<file path="src/rtl/ex_mem_register.sv">
// ex_mem_register
//   Pipeline register between the execute and memory stages. It also owns the
//   architectural stack pointer (SP): it computes the push/pop stack address
//   and updates SP. It supports stall (hold) and flush (bubble) from the
//   hazard unit, and it keeps a sticky stack-fault flag.
//
// Optional feature macro: STACK_BOUNDS_CHECK_EN
//   When this macro is defined, a push at SP_LIMIT (overflow) or a pop at
//   SP_RESET (underflow) is suppressed and raises StackFault. When it is
//   undefined, SP wraps modulo 2^32 and only push+pop together is a fault.
//
// Parameters
//   SP_RESET  SP value after reset (top of stack, empty stack)
//   SP_LIMIT  lowest legal SP; a push at this value overflows
//
// Ports
//   Clk          in   1  rising-edge clock
//   Rst_n        in   1  asynchronous reset, active-low
//   Stall        in   1  hold the register and SP for this cycle
//   Flush        in   1  load a bubble this cycle (has priority over Stall)
//   ExValid      in   1  the execute stage presents a valid instruction
//   AluResult    in  16  ALU output / effective address
//   StoreData    in  16  data for a store or a push
//   Rdst         in   3  destination register index
//   Rsrc         in   3  source register index
//   MemRead      in   1  a load or pop reads memory
//   MemWrite     in   1  a store or push writes memory
//   Push         in   1  stack push
//   Pop          in   1  stack pop
//   WbCtrl       in   2  writeback control, passed through
//   FaultClear   in   1  clears the sticky stack fault
//   MemoryInput  out 76  {SpAddr[31:0], StoreData, AluResult, Rdst, Rsrc,
//                         MemRead, MemWrite, Push, Pop, WbCtrl}
//   OutValid     out  1  MemoryInput holds a valid instruction
//   SpValue      out 32  current SP
//   StackFault   out  1  sticky overflow / underflow / illegal push+pop flag

module ex_mem_register #(
  parameter logic [31:0] SP_RESET = 32'h000F_FFFF,
  parameter logic [31:0] SP_LIMIT = 32'h000F_F000
) (
  input  logic        Clk,
  input  logic        Rst_n,
  input  logic        Stall,
  input  logic        Flush,
  input  logic        ExValid,
  input  logic [15:0] AluResult,
  input  logic [15:0] StoreData,
  input  logic [2:0]  Rdst,
  input  logic [2:0]  Rsrc,
  input  logic        MemRead,
  input  logic        MemWrite,
  input  logic        Push,
  input  logic        Pop,
  input  logic [1:0]  WbCtrl,
  input  logic        FaultClear,
  output logic [75:0] MemoryInput,
  output logic        OutValid,
  output logic [31:0] SpValue,
  output logic        StackFault
);

`ifdef STACK_BOUNDS_CHECK_EN
  localparam bit BoundsEn = 1'b1;
`else
  localparam bit BoundsEn = 1'b0;
`endif

  typedef enum logic {
    NORMAL = 1'b0,
    FAULT  = 1'b1
  } fault_state_t;

  logic [75:0]  r_mi;
  logic         r_valid;
  logic [31:0]  r_sp;
  fault_state_t r_state;
  fault_state_t w_state_next;

  logic         w_illegal;
  logic         w_overflow;
  logic         w_underflow;
  logic         w_suppress;
  logic         w_load_edge;
  logic         w_fault_event;
  logic [31:0]  w_sp_addr;
  logic [31:0]  w_sp_next;
  logic [3:0]   w_ctrl;
  logic [75:0]  w_mi_load;

  // Fault conditions are evaluated against the current SP. Bounds faults
  // apply only to a single push or a single pop. When the bounds check is
  // not built in, BoundsEn is 0 and both terms are constant 0.
  assign w_illegal   = Push & Pop;
  assign w_overflow  = BoundsEn && Push && !Pop && (r_sp == SP_LIMIT);
  assign w_underflow = BoundsEn && Pop && !Push && (r_sp == SP_RESET);
  assign w_suppress  = w_illegal | w_overflow | w_underflow;

  // Faults count only on edges that actually load an instruction.
  assign w_load_edge   = ExValid & ~Flush & ~Stall;
  assign w_fault_event = w_load_edge & w_suppress;

  // A push writes at the current SP and then decrements SP. A pop
  // pre-increments SP and reads at the new SP.
  always_comb begin
    w_sp_addr = r_sp;
    w_sp_next = r_sp;
    if (!w_suppress) begin
      if (Push) begin
        w_sp_next = r_sp - 32'd1;
      end else if (Pop) begin
        w_sp_addr = r_sp + 32'd1;
        w_sp_next = r_sp + 32'd1;
      end
    end
  end

  assign w_ctrl    = w_suppress ? '0 : {MemRead, MemWrite, Push, Pop};
  assign w_mi_load = {w_sp_addr, StoreData, AluResult, Rdst, Rsrc, w_ctrl, WbCtrl};

  // The pipeline register and SP. Flush has priority over Stall, and Stall
  // has priority over a load.
  always_ff @(posedge Clk or negedge Rst_n) begin
    if (!Rst_n) begin
      r_mi    <= '0;
      r_valid <= 1'b0;
      r_sp    <= SP_RESET;
    end else if (Flush) begin
      r_mi    <= '0;
      r_valid <= 1'b0;
    end else if (Stall) begin
      r_mi    <= r_mi;
      r_valid <= r_valid;
    end else if (!ExValid) begin
      r_mi    <= '0;
      r_valid <= 1'b0;
    end else begin
      r_mi    <= w_mi_load;
      r_valid <= 1'b1;
      r_sp    <= w_sp_next;
    end
  end

  // Fault FSM: state register.
  always_ff @(posedge Clk or negedge Rst_n) begin
    if (!Rst_n) begin
      r_state <= NORMAL;
    end else begin
      r_state <= w_state_next;
    end
  end

  // Fault FSM: next state. A new fault takes priority over FaultClear.
  always_comb begin
    w_state_next = r_state;
    unique case (r_state)
      NORMAL: if (w_fault_event) w_state_next = FAULT;
      FAULT:  if (FaultClear && !w_fault_event) w_state_next = NORMAL;
    endcase
  end

  // Fault FSM: output.
  always_comb begin
    StackFault = (r_state == FAULT);
  end

  assign MemoryInput = r_mi;
  assign OutValid    = r_valid;
  assign SpValue     = r_sp;

endmodule

</file>
<file path="config.mk">
export PLATFORM = sky130hd
export DESIGN_NAME = ex_mem_register
export DESIGN_NICKNAME = d
export VERILOG_FILES = /design/src/rtl/ex_mem_register.sv
export SDC_FILE = /design/constraint.sdc
export NUM_CORES = 1
export LEC_CHECK = 0
export BUFFER_PORTS_ARGS = -buffer_cell sky130_fd_sc_hd__buf_2
export CORE_UTILIZATION = 47
export CTS_CLUSTER_SIZE = 8
export DETAILED_ROUTE_END_ITERATION = 12
export PLACE_DENSITY = 0.75
export SYNTH_ARGS = -nofsm -noshare
export SYNTH_HDL_FRONTEND = slang
export SYNTH_SLANG_ARGS = --single-unit
export TNS_END_PERCENT = 50
</file>
<file path="constraint.sdc">
create_clock -name Clk -period 2 [get_ports Clk]
set_input_delay 0.1 -clock Clk [delete_from_list [all_inputs] [get_ports Clk]]
set_output_delay 0.1 -clock Clk [all_outputs]
set_load 0.02 [all_outputs]
</file>
==> metrics.csv, run 1 <==
stage;metric;value;unit
synth;sequential share of the synthesized area;50.5;%
global_routing;first-pass GRT wire length;27900;microns
critical_path;Critical Path End Type;register;
critical_path;crit path cell chain;or4_4 -> nor4b_4 -> nand3_1 -> o311a_1 -> a211o_1;
critical_path;critical path's slowest cell;or4_4;
hold_path;Hold Crit Class;input pin to register;
global_routing;overflow left after global routing;0;
critical_path;Crit Path Max Fanout;3;
flow_run;Max-cap violations;0;
clocking;Clk pin slew, worst setup/hold paths;0.08;ns
placed_design;DP Area;7100;sq um
sta;RSZ-0062 raised after global routing;true;
floorplan;die area;12100;sq um
synth;most used flip-flop cell after synthesis;dfrtp_1;
clocking;H-tree Lvls;3;
synth;Post-synth EDFFs;0;
routing;final wirelength;18500;microns
routing;vias;5579;
routing;residual DRC count;0;
routing;DRT Pass-1 Iters;5;
clocking;Max clock buf depth;2;
critical_path;WP buf/inv;0;
cells_and_area;fill cell count;820;
floorplan;Rows;39;
global_routing;largest net degree at the start of global routing;66;
sta;Worst-Margin Slew;0.529;ns
synth;Synth Area per Inst;10.2;sq um
critical_path;reg-to-reg setup timing slack;-0.07;ns
critical_path;cell family with most CP delay;simple AND/OR/NAND/NOR gates;
placed_design;Port-buffer cells;159;
outcome;failing checks;setup timing;
global_routing;antenna violations before repair;0;
sta;Final min period;2.07;ns
global_routing;vias in the first global route;5537;
floorplan;Initial Util;48.2;%
clocking;Clock Latency Late Sink;0.36;ns
clocking;Num CTS Buffers;9;
cells_and_area;Layout area overhead;48.9;%
routing;1st-iter DRT viols;431;
clocking;root buffer cell;clkbuf_16;
placed_design;DP HPWL;12400;microns
synth;Syn Inst Count;541;
sta;clk_skew;0.00857;ns
synth;Post-synth ARST share;100;%
cells_and_area;share of layout cells above drive strength 1;43.4;%
routing;post-DR vias/cell;5.79;
cells_and_area;Design Area, Final;8190;sq um
floorplan;Die Y;110;microns
routing;post-route ant nets;0;
critical_path;Setup crit start kind;register;
cells_and_area;Final Core Density;71.8;%
sta;Setup WS post-layout;-0.0715;ns
pwr;leakage power;4.00;nW
sta;Slew Viols, Final;0;
global_routing;GRT Overall Usage;30.6;%
clocking;CTS Sinks;110;
sta;Hold Violations, Final;0;
clocking;CTS tree;done;
placed_design;worst slack at placement;-0.157;ns
floorplan;Core Region;11400;sq um
synth;post-synth top area share;40.9;%
placed_design;GP Congestion;0.948;
synth;synthesized area;5500;sq um
critical_path;Req. time, crit path;2.25;ns
critical_path;Setup CP Type;register to register;
critical_path;CP Data Arrival Time;2.32;ns
routing;WL per Instance;19.2;microns
cells_and_area;Nets;867;
pwr;VDD IR max;0.685;mV
sta;Final Cycle Share;104;%
critical_path;Max stage delay on crit path;0.55;ns
sta;Fmax;483;MHz
floorplan;chip width;110;microns
synth;Yosys reg bits;110;
synth;Cell variety after synth;53;
synth;syn_nets;593;
sta;setup violators final;12;
sta;slew margin rel.;64.7;%
pwr;pwr dens;848;nW/um^2
floorplan;Top-Level Pins;160;
synth;top post-synthesis cells by area;dfrtp_1 41%, dfstp_2 9.5%, a22o_1 7.5%;
outcome;outcome;finished with violations;
synth;Synth area leader;dfrtp_1;
synth;Warnings, synthesis;0;
==> worst min-delay path: stages <==
cell,delay [ns]
buf_2,0.12
buf_12,0.16
o22ai_1,0.08
==> state kept, by name, summed over array words and instances, names as in the netlist <==
register	count
MemoryInput	76
SpValue	32
OutValid	1
StackFault	1
==> cells in the mapped netlist (all sizes together) (7+ instances only) <==
master / instances
o21ai: 37
or4: 7
dfrtp: 90
xnor2: 22
a21oi: 12
buf: 15
clkbuf: 37
nor4: 12
nand2: 56
nor3: 13
nand4: 28
nand3: 20
xor2: 35
a22o: 47
nor2: 24
dfstp: 20
==> area by class of cell <==
class	instances	area, sq um	area share (%)
clock buffer	10	239	2.92
clock inverter	6	52.6	0.641
inverter	6	22.5	0.275
multi-input combinational	373	2790	34.1
sequential	110	2780	33.9
timing repair buffer	315	2130	26.0
antenna	1	2.50	0.0305
tap	143	179	2.18
==> per-layer routing <==
metal	vias up	global-route usage, %	wire, microns
met2	273	50.2	9230
met3	53	5.47	1150
met5	-	0	0
met4	0	15.5	629
met1	2737	39.0	7480
li1	2516	-	-
==> final timing paths <==
path | start | end | cells past startpoint
min in group asynchronous | Rst_n | MemoryInput[58] | 2
max | SpValue[5] | SpValue[23] | 5
max reg2reg | SpValue[5] | SpValue[23] | 5
min reg2reg | MemoryInput[66] | MemoryInput[66] | 2
min | Push | SpValue[15] | 3
max in group asynchronous | Rst_n | SpValue[1] | 3
==> cell families (layout without fill, tap and decap cells) <==
family | Yosys count | count (layout) | synth area share (%)
buf+inv | 58 | 337 | 4.39
mux | 1 | 1 | 0.182
other cells | 0 | 1 | 0
flops | 110 | 110 | 50.5
fa+ha+maj | 2 | 2 | 0.455
xor+xnor | 57 | 57 | 9.07
simple gates | 190 | 190 | 19.4
compound gates | 123 | 123 | 16.0
==> repair_timing <==
item,4_1_cts,5_1_grt
pin swaps,11,22
hold buffers,44,0
setup buffers,7,7
endpoints found under the setup margin,24,40
hold endpoints to repair,143,0
resized for setup,19,31
==> where the power goes <==
group	switching, mW	internal [mW]
combinational	1.31	1.08
clock	0.901	0.903
sequential	0.243	2.52
total	2.45	4.50
==> placed cells by master, fill, tap and decap left out, types with 5 or more instances in the layout <==
cell type      count
buf_2            158
buf_4            105
dfrtp_1           90
nand2_1           53
a22o_1            47
dlygate4sd3_1     44
xor2_1            35
o21ai_0           32
nand4_1           28
nor2_1            22
xnor2_1           22
dfstp_2           20
nand3_1           14
a21oi_1           10
nor3_1             9
clkbuf_16          9
nor4_1             7
and3_1             6
buf_6              6
o21ai_1            5
==> stage by stage <==
| stage | cells | setup TNS [ns] | power [mW] | hold slack [ns] |
|---|---|---|---|---|
| after floorplan | 541 | -0.973 | 3.98 | -0.196 |
| after global placement | 889 | -0.582 | 4.79 | -0.0217 |
| after detailed placement | 889 | -1.60 | 4.83 | -0.0228 |
| after CTS | 956 | -0.498 | 6.79 | 0.101 |
| after global routing | 963 | -1.83 | 7.22 | 0.124 |
| final | 964 | -0.286 | 6.95 | 0.112 |
No activity file was read; power rests on OpenSTA's default activity.
==> run 2, diff against run 1 <==
- CORE_UTILIZATION: 47 -> 52
- PLACE_DENSITY: 0.75 -> 0.79
- SLEW_MARGIN: not set -> 20
- clock period: 2 -> 2.31 ns (I/O delays scaled with it)
==> metrics.csv, run 2 (synthesized netlist as in run 1, its figures left out) <==
stage;metric;value;unit;change
global_routing;first-pass GRT wire length;27300;microns;-2.3%
critical_path;reg-to-reg setup timing slack;0.08;ns;+0.15 ns
sta;clk_skew;0.00940;ns;+0.000835 ns
critical_path;Crit Path Max Fanout;11;;+8
placed_design;placed insts;825;;-7.2%
critical_path;CP Data Arrival Time;2.52;ns;+0.20 ns
routing;post-route ant nets;0;;unchanged
pwr;VDD IR max;0.510;mV;-26%
sta;slew margin rel.;50.7;%;-14 points
global_routing;GRT Overall Usage;31.9;%;+1.3 points
floorplan;Die Y;105;microns;-4.8%
cells_and_area;Design Area, Final;7210;sq um;-12%
routing;post-DR vias/cell;5.92;;+2.3%
sta;Worst-Margin Slew;0.739;ns;+0.210 ns
clocking;root buffer cell;clkbuf_8;;
critical_path;Critical Path End Type;register;;
cells_and_area;Nets;797;;-8.1%
placed_design;DP Area;6590;sq um;-7.2%
sta;Setup TNS Final;0;ns;+0.286 ns
floorplan;die area;11000;sq um;-9.4%
critical_path;reg2reg path depth;5;;unchanged
sta;Fmax;448;MHz;-7.2%
hold_path;Hold Crit Class;input pin to register;;
clocking;Max clock buf depth;2;;unchanged
pwr;pwr dens;692;nW/um^2;-18%
floorplan;Initial Util;53.5;%;+5.4 points
sta;Hold WS;0.0999;ns;-0.0123 ns
clocking;H-tree Lvls;3;;unchanged
cells_and_area;share of layout cells above drive strength 1;33.2;%;-10 points
clocking;CTS Sinks;110;;unchanged
sta;RSZ-0062 raised after global routing;true;;
cells_and_area;Layout area overhead;31.0;%;
critical_path;crit path cell chain;or4_4 -> nor4b_4 -> nand3_1 -> o311a_1 -> a211o_1;;
routing;1st-iter DRT viols;520;;+21%
floorplan;Top-Level Pins;160;;unchanged
routing;final wirelength;16900;microns;-8.7%
critical_path;Setup crit start;SpValue[13];;
placed_design;DP HPWL;11100;microns;-10%
outcome;outcome;finished, final reports clean;;
critical_path;RR Endpoint;SpValue[23];;
routing;WL per Instance;19.1;microns;-0.63%
critical_path;Max stage delay on crit path;0.60;ns;+0.05 ns
critical_path;Setup CP Type;register to register;;
clocking;Clock Latency Late Sink;0.39;ns;+0.03 ns
cells_and_area;ANT cells;0;;-1
critical_path;Crit path depth;5;;unchanged
cells_and_area;most common cell after layout, fill and taps aside;buf_2;;
critical_path;WP buf/inv;0;;unchanged
placed_design;worst slack at placement;0.145;ns;+0.302 ns
sta;setup violators final;0;;-12
clocking;Clk pin slew, worst setup/hold paths;0.10;ns;+0.02 ns
clocking;CTS tree;done;;
critical_path;Req. time, crit path;2.59;ns;+0.34 ns
global_routing;overflow left after global routing;0;;unchanged
global_routing;largest net degree at the start of global routing;56;;-15%
cells_and_area;most frequent cells in the layout;158 x buf_2, 90 x dfrtp_1, 56 x nand2_1;;
sta;Setup WS post-layout;0.0781;ns;+0.150 ns
sta;Hold Violations, Final;0;;unchanged
flow_run;Max-cap violations;0;;unchanged
floorplan;Core Region;10300;sq um;-10%
global_routing;antenna violations before repair;0;;unchanged
critical_path;worst setup path endpoint;SpValue[23];;
cells_and_area;max FFs per register;76;;unchanged
clocking;Num CTS Buffers;9;;unchanged
sta;Final Cycle Share;96.6;%;-7.0 points
routing;DRT Pass-1 Iters;5;;unchanged
placed_design;Port-buffer cells;159;;unchanged
cells_and_area;Final Core Density;70.1;%;-1.6 points
critical_path;RR Startpoint;SpValue[13];;
routing;residual DRC count;0;;unchanged
critical_path;cell family with most CP delay;simple AND/OR/NAND/NOR gates;;
cells_and_area;final std cells w/o fill;886;;-8.1%
sta;Final min period;2.23;ns;+0.160 ns
floorplan;chip width;105;microns;-4.8%
floorplan;Rows;37;;-5.1%
pwr;leakage power;3.52;nW;-12%
placed_design;GP Congestion;0.924;;-2.5%
routing;vias;5243;;-6.0%
sta;Slew Viols, Final;0;;unchanged
critical_path;Setup crit start kind;register;;
global_routing;vias in the first global route;5194;;-6.2%
pwr;Design Power;4.99;mW;-28%
critical_path;critical path's slowest cell;or4_4;;
run 2: changes by cell type in the layout (fill, tap and decap cells not counted), sizes merged:
cell and change:
buf -70, clkbuf +1, clkinvlp -1, diode -1
run 2: area by class of cell:
type	count	area [sq um]
Timing Repair Buffer	245	1570
Multi-Input combinational cell	373	2500
Clock inverter	5	43.8
Fill cell	796	3070
Clock buffer	11	131
Tap cell	136	170
Sequential cell	110	2780
Inverter	6	22.5
run 2: report_power, final:
part	total, mW	switching, mW	internal [mW]
clock	1.12	0.707	0.410
sequential	2.54	0.358	2.19
combinational	1.33	0.787	0.540
total	4.99	1.85	3.13
run 2: worst register-to-register path, delay by kind of cell, from the launching register on:
kind / cells / cell delay (ns)
DFF: 1 / 0.43
and+or+nand+nor: 3 / 1.11
AOI/OAI and AO/OA: 2 / 0.59
run 2: layer usage:
metal,wire length (microns),track usage (%),up-vias
li1,-,-,2370
met1,7060,42.2,2577
met2,8320,51.9,248
met3,1010,4.99,48
met4,490,14.7,0
met5,0,0,-
run 2: how the worst min path moves through the flow:
stage | startpoint | to | depth (start not counted)
global placement | Rst_n | MemoryInput[69] | 1
floorplan | Rst_n | MemoryInput[0] | 0
detailed placement | Rst_n | MemoryInput[68] | 1
CTS | Push | SpValue[13] | 2
global route | Push | SpValue[13] | 2
finish | Push | SpValue[13] | 2
run 2: what timing repair did:
action                     CTS  global route
setup endpoints to repair    0             4
hold endpoints to repair    95             0
hold buffers                44             0
gates resized for setup      0             0
buffers inserted             0             1
==> run 3, diff against run 2 <==
- CORE_UTILIZATION: 52 -> 54
- CTS_BUF_LIST: not set -> sky130_fd_sc_hd__clkbuf_8
- PLACE_DENSITY: 0.79 -> 0.82
==> metrics.csv, run 3 (synthesized netlist as in run 1, its figures left out) <==
stage;metric;value;unit;change
critical_path;Crit path depth;7;;+2
placed_design;GP Congestion;0.942;;+1.9%
clocking;CTS Sinks;110;;unchanged
critical_path;RR Startpoint;SpValue[0];;
hold_path;Hold Crit Class;input pin to register;;
clocking;Clk pin slew, worst setup/hold paths;0.11;ns;about the same
critical_path;crit path cell chain;ha_1 -> nand3_1 -> nor2_1 -> buf_4 -> nand4_1 -> o32ai_1 -> xor2_1;;
flow_run;Max-cap violations;0;;unchanged
sta;Slew Viols, Final;0;;unchanged
critical_path;Critical Path End Type;register;;
clocking;Max clock buf depth;2;;unchanged
critical_path;Req. time, crit path;2.63;ns;+0.04 ns
routing;WL per Instance;19.2;microns;+0.91%
critical_path;WP buf/inv;1;;+1
sta;slew margin rel.;41.3;%;-9.4 points
sta;Hold Violations, Final;0;;unchanged
critical_path;Crit Path Max Fanout;10;;-1
pwr;Design Power;5.14;mW;+3.1%
sta;Final min period;2.24;ns;+0.00826 ns
floorplan;Rows;36;;-2.7%
cells_and_area;ANT cells;0;;unchanged
critical_path;Setup crit start;SpValue[0];;
clocking;H-tree Lvls;3;;unchanged
clocking;CTS tree;done;;
cells_and_area;most frequent cells in the layout;158 x buf_2, 90 x dfrtp_1, 56 x nand2_1;;
sta;Fmax;446;MHz;-0.37%
critical_path;CP Data Arrival Time;2.56;ns;+0.04 ns
routing;post-route ant nets;0;;unchanged
sta;setup violators final;0;;unchanged
critical_path;Setup CP Type;register to register;;
critical_path;worst setup path endpoint;SpValue[28];;
pwr;leakage power;3.52;nW;+0.10%
routing;residual DRC count;0;;unchanged
global_routing;largest net degree at the start of global routing;70;;+25%
placed_design;worst slack at placement;0.0170;ns;-0.128 ns
floorplan;Top-Level Pins;160;;unchanged
clocking;root buffer cell;clkbuf_8;;
floorplan;Core Region;9820;sq um;-4.5%
floorplan;Initial Util;56.0;%;+2.5 points
cells_and_area;most common cell after layout, fill and taps aside;buf_2;;
clocking;Clock Latency Late Sink;0.40;ns;about the same
routing;final wirelength;16900;microns;-0.12%
global_routing;GRT Overall Usage;32.3;%;+0.37 points
sta;Final Cycle Share;97.0;%;+0.36 points
critical_path;Max stage delay on crit path;0.66;ns;+0.06 ns
cells_and_area;area of the multi-input gates;2530;sq um;+1.3%
routing;DRT Pass-1 Iters;5;;unchanged
floorplan;chip width;103;microns;-1.8%
critical_path;reg-to-reg setup timing slack;0.07;ns;about the same
clocking;Num CTS Buffers;9;;unchanged
global_routing;overflow left after global routing;0;;unchanged
cells_and_area;Layout area overhead;31.3;%;
cells_and_area;Nets;791;;-0.75%
critical_path;cell family with most CP delay;flip-flops;;
critical_path;reg2reg path depth;7;;+2
global_routing;first-pass GRT wire length;25800;microns;-5.4%
sta;RSZ-0062 raised after global routing;true;;
cells_and_area;max FFs per register;76;;unchanged
cells_and_area;fill cell count;704;;-12%
pwr;VDD IR max;0.623;mV;+22%
sta;Hold WS;0.106;ns;+0.00618 ns
sta;clk_skew;0.0220;ns;+0.0126 ns
floorplan;Die Y;103;microns;-1.8%
global_routing;antenna violations before repair;0;;unchanged
critical_path;critical path's slowest cell;dfstp_2;;
routing;post-DR vias/cell;5.94;;+0.29%
outcome;outcome;finished, final reports clean;;
floorplan;die area;10600;sq um;-3.6%
routing;vias;5205;;-0.72%
sta;Worst-Margin Slew;0.881;ns;+0.142 ns
global_routing;vias in the first global route;5015;;-3.4%
cells_and_area;Register Area;2780;sq um;unchanged
placed_design;DP HPWL;10900;microns;-1.9%
placed_design;Port-buffer cells;159;;unchanged
routing;1st-iter DRT viols;388;;-25%
sta;Setup WS post-layout;0.0699;ns;-0.00826 ns
critical_path;RR Endpoint;SpValue[28];;
cells_and_area;share of layout cells above drive strength 1;33.2;%;about the same
critical_path;Setup crit start kind;register;;
pwr;pwr dens;711;nW/um^2;+2.8%
[run 3: cell type report]
cell class,instances,share of cell area (%)
clock buffers,9,1.71
clock inverters,7,1.13
inverters,6,0.312
multi-input cells,373,35.0
flip-flops and latches,110,38.5
well taps,133,2.30
repair buffers,239,21.1
[run 3: where the power goes]
part,internal [mW],switching [mW]
combinational,0.551,0.788
sequential,2.19,0.363
clock,0.520,0.732
total,3.26,1.88
[run 3: worst min path at each step]
stage / from / end / cells after the start
floorplan: Rst_n / MemoryInput[0] / 0
detailed placement: Rst_n / MemoryInput[66] / 1
global placement: Rst_n / MemoryInput[66] / 1
CTS: Pop / SpValue[1] / 2
global route: Pop / SpValue[1] / 2
finish: Pop / SpValue[1] / 2
[run 3: layer usage]
layer | global-route usage [%] | up-vias | routed length (microns)
met5 | 0 | - | 0
met1 | 42.1 | 2547 | 6750
met2 | 53.1 | 263 | 8510
li1 | - | 2361 | -
met3 | 4.54 | 34 | 1160
met4 | 15.8 | 0 | 450
[run 3: worst reg2reg max path: cells and delay by family, from the launching register on]
family	cells	cell delay, ns
AND/OR/NAND/NOR	3	0.56
AO/OA/AOI/OAI	1	0.39
XOR/XNOR	1	0.17
adder cells (fa/ha/maj)	1	0.22
flip-flops	1	0.66
buffers and inverters	1	0.18
[run 3: what timing repair did]
| item | in CTS | in global routing |
|---|---|---|
| cloned | 0 | 0 |
| endpoints found under the hold margin | 93 | 0 |
| hold buffers | 45 | 0 |
| resized for setup | 0 | 5 |
| pin swaps | 1 | 2 |
| setup endpoints to repair | 1 | 10 |
| setup buffers | 0 | 2 |
[run 3: per-stage QoR]
step           utilization [%]  cell area [sq um]  TNS (ns)  instances
3_3_place_gp              66.4               6520         0        814
5_1_grt                   73.6               7220   -0.0684        877
2_1_floorplan                -               5500         0        541
6_report                  73.6               7220         0        877
4_1_cts                   73.1               7180         0        875
3_5_place_dp              66.4               6520         0        814
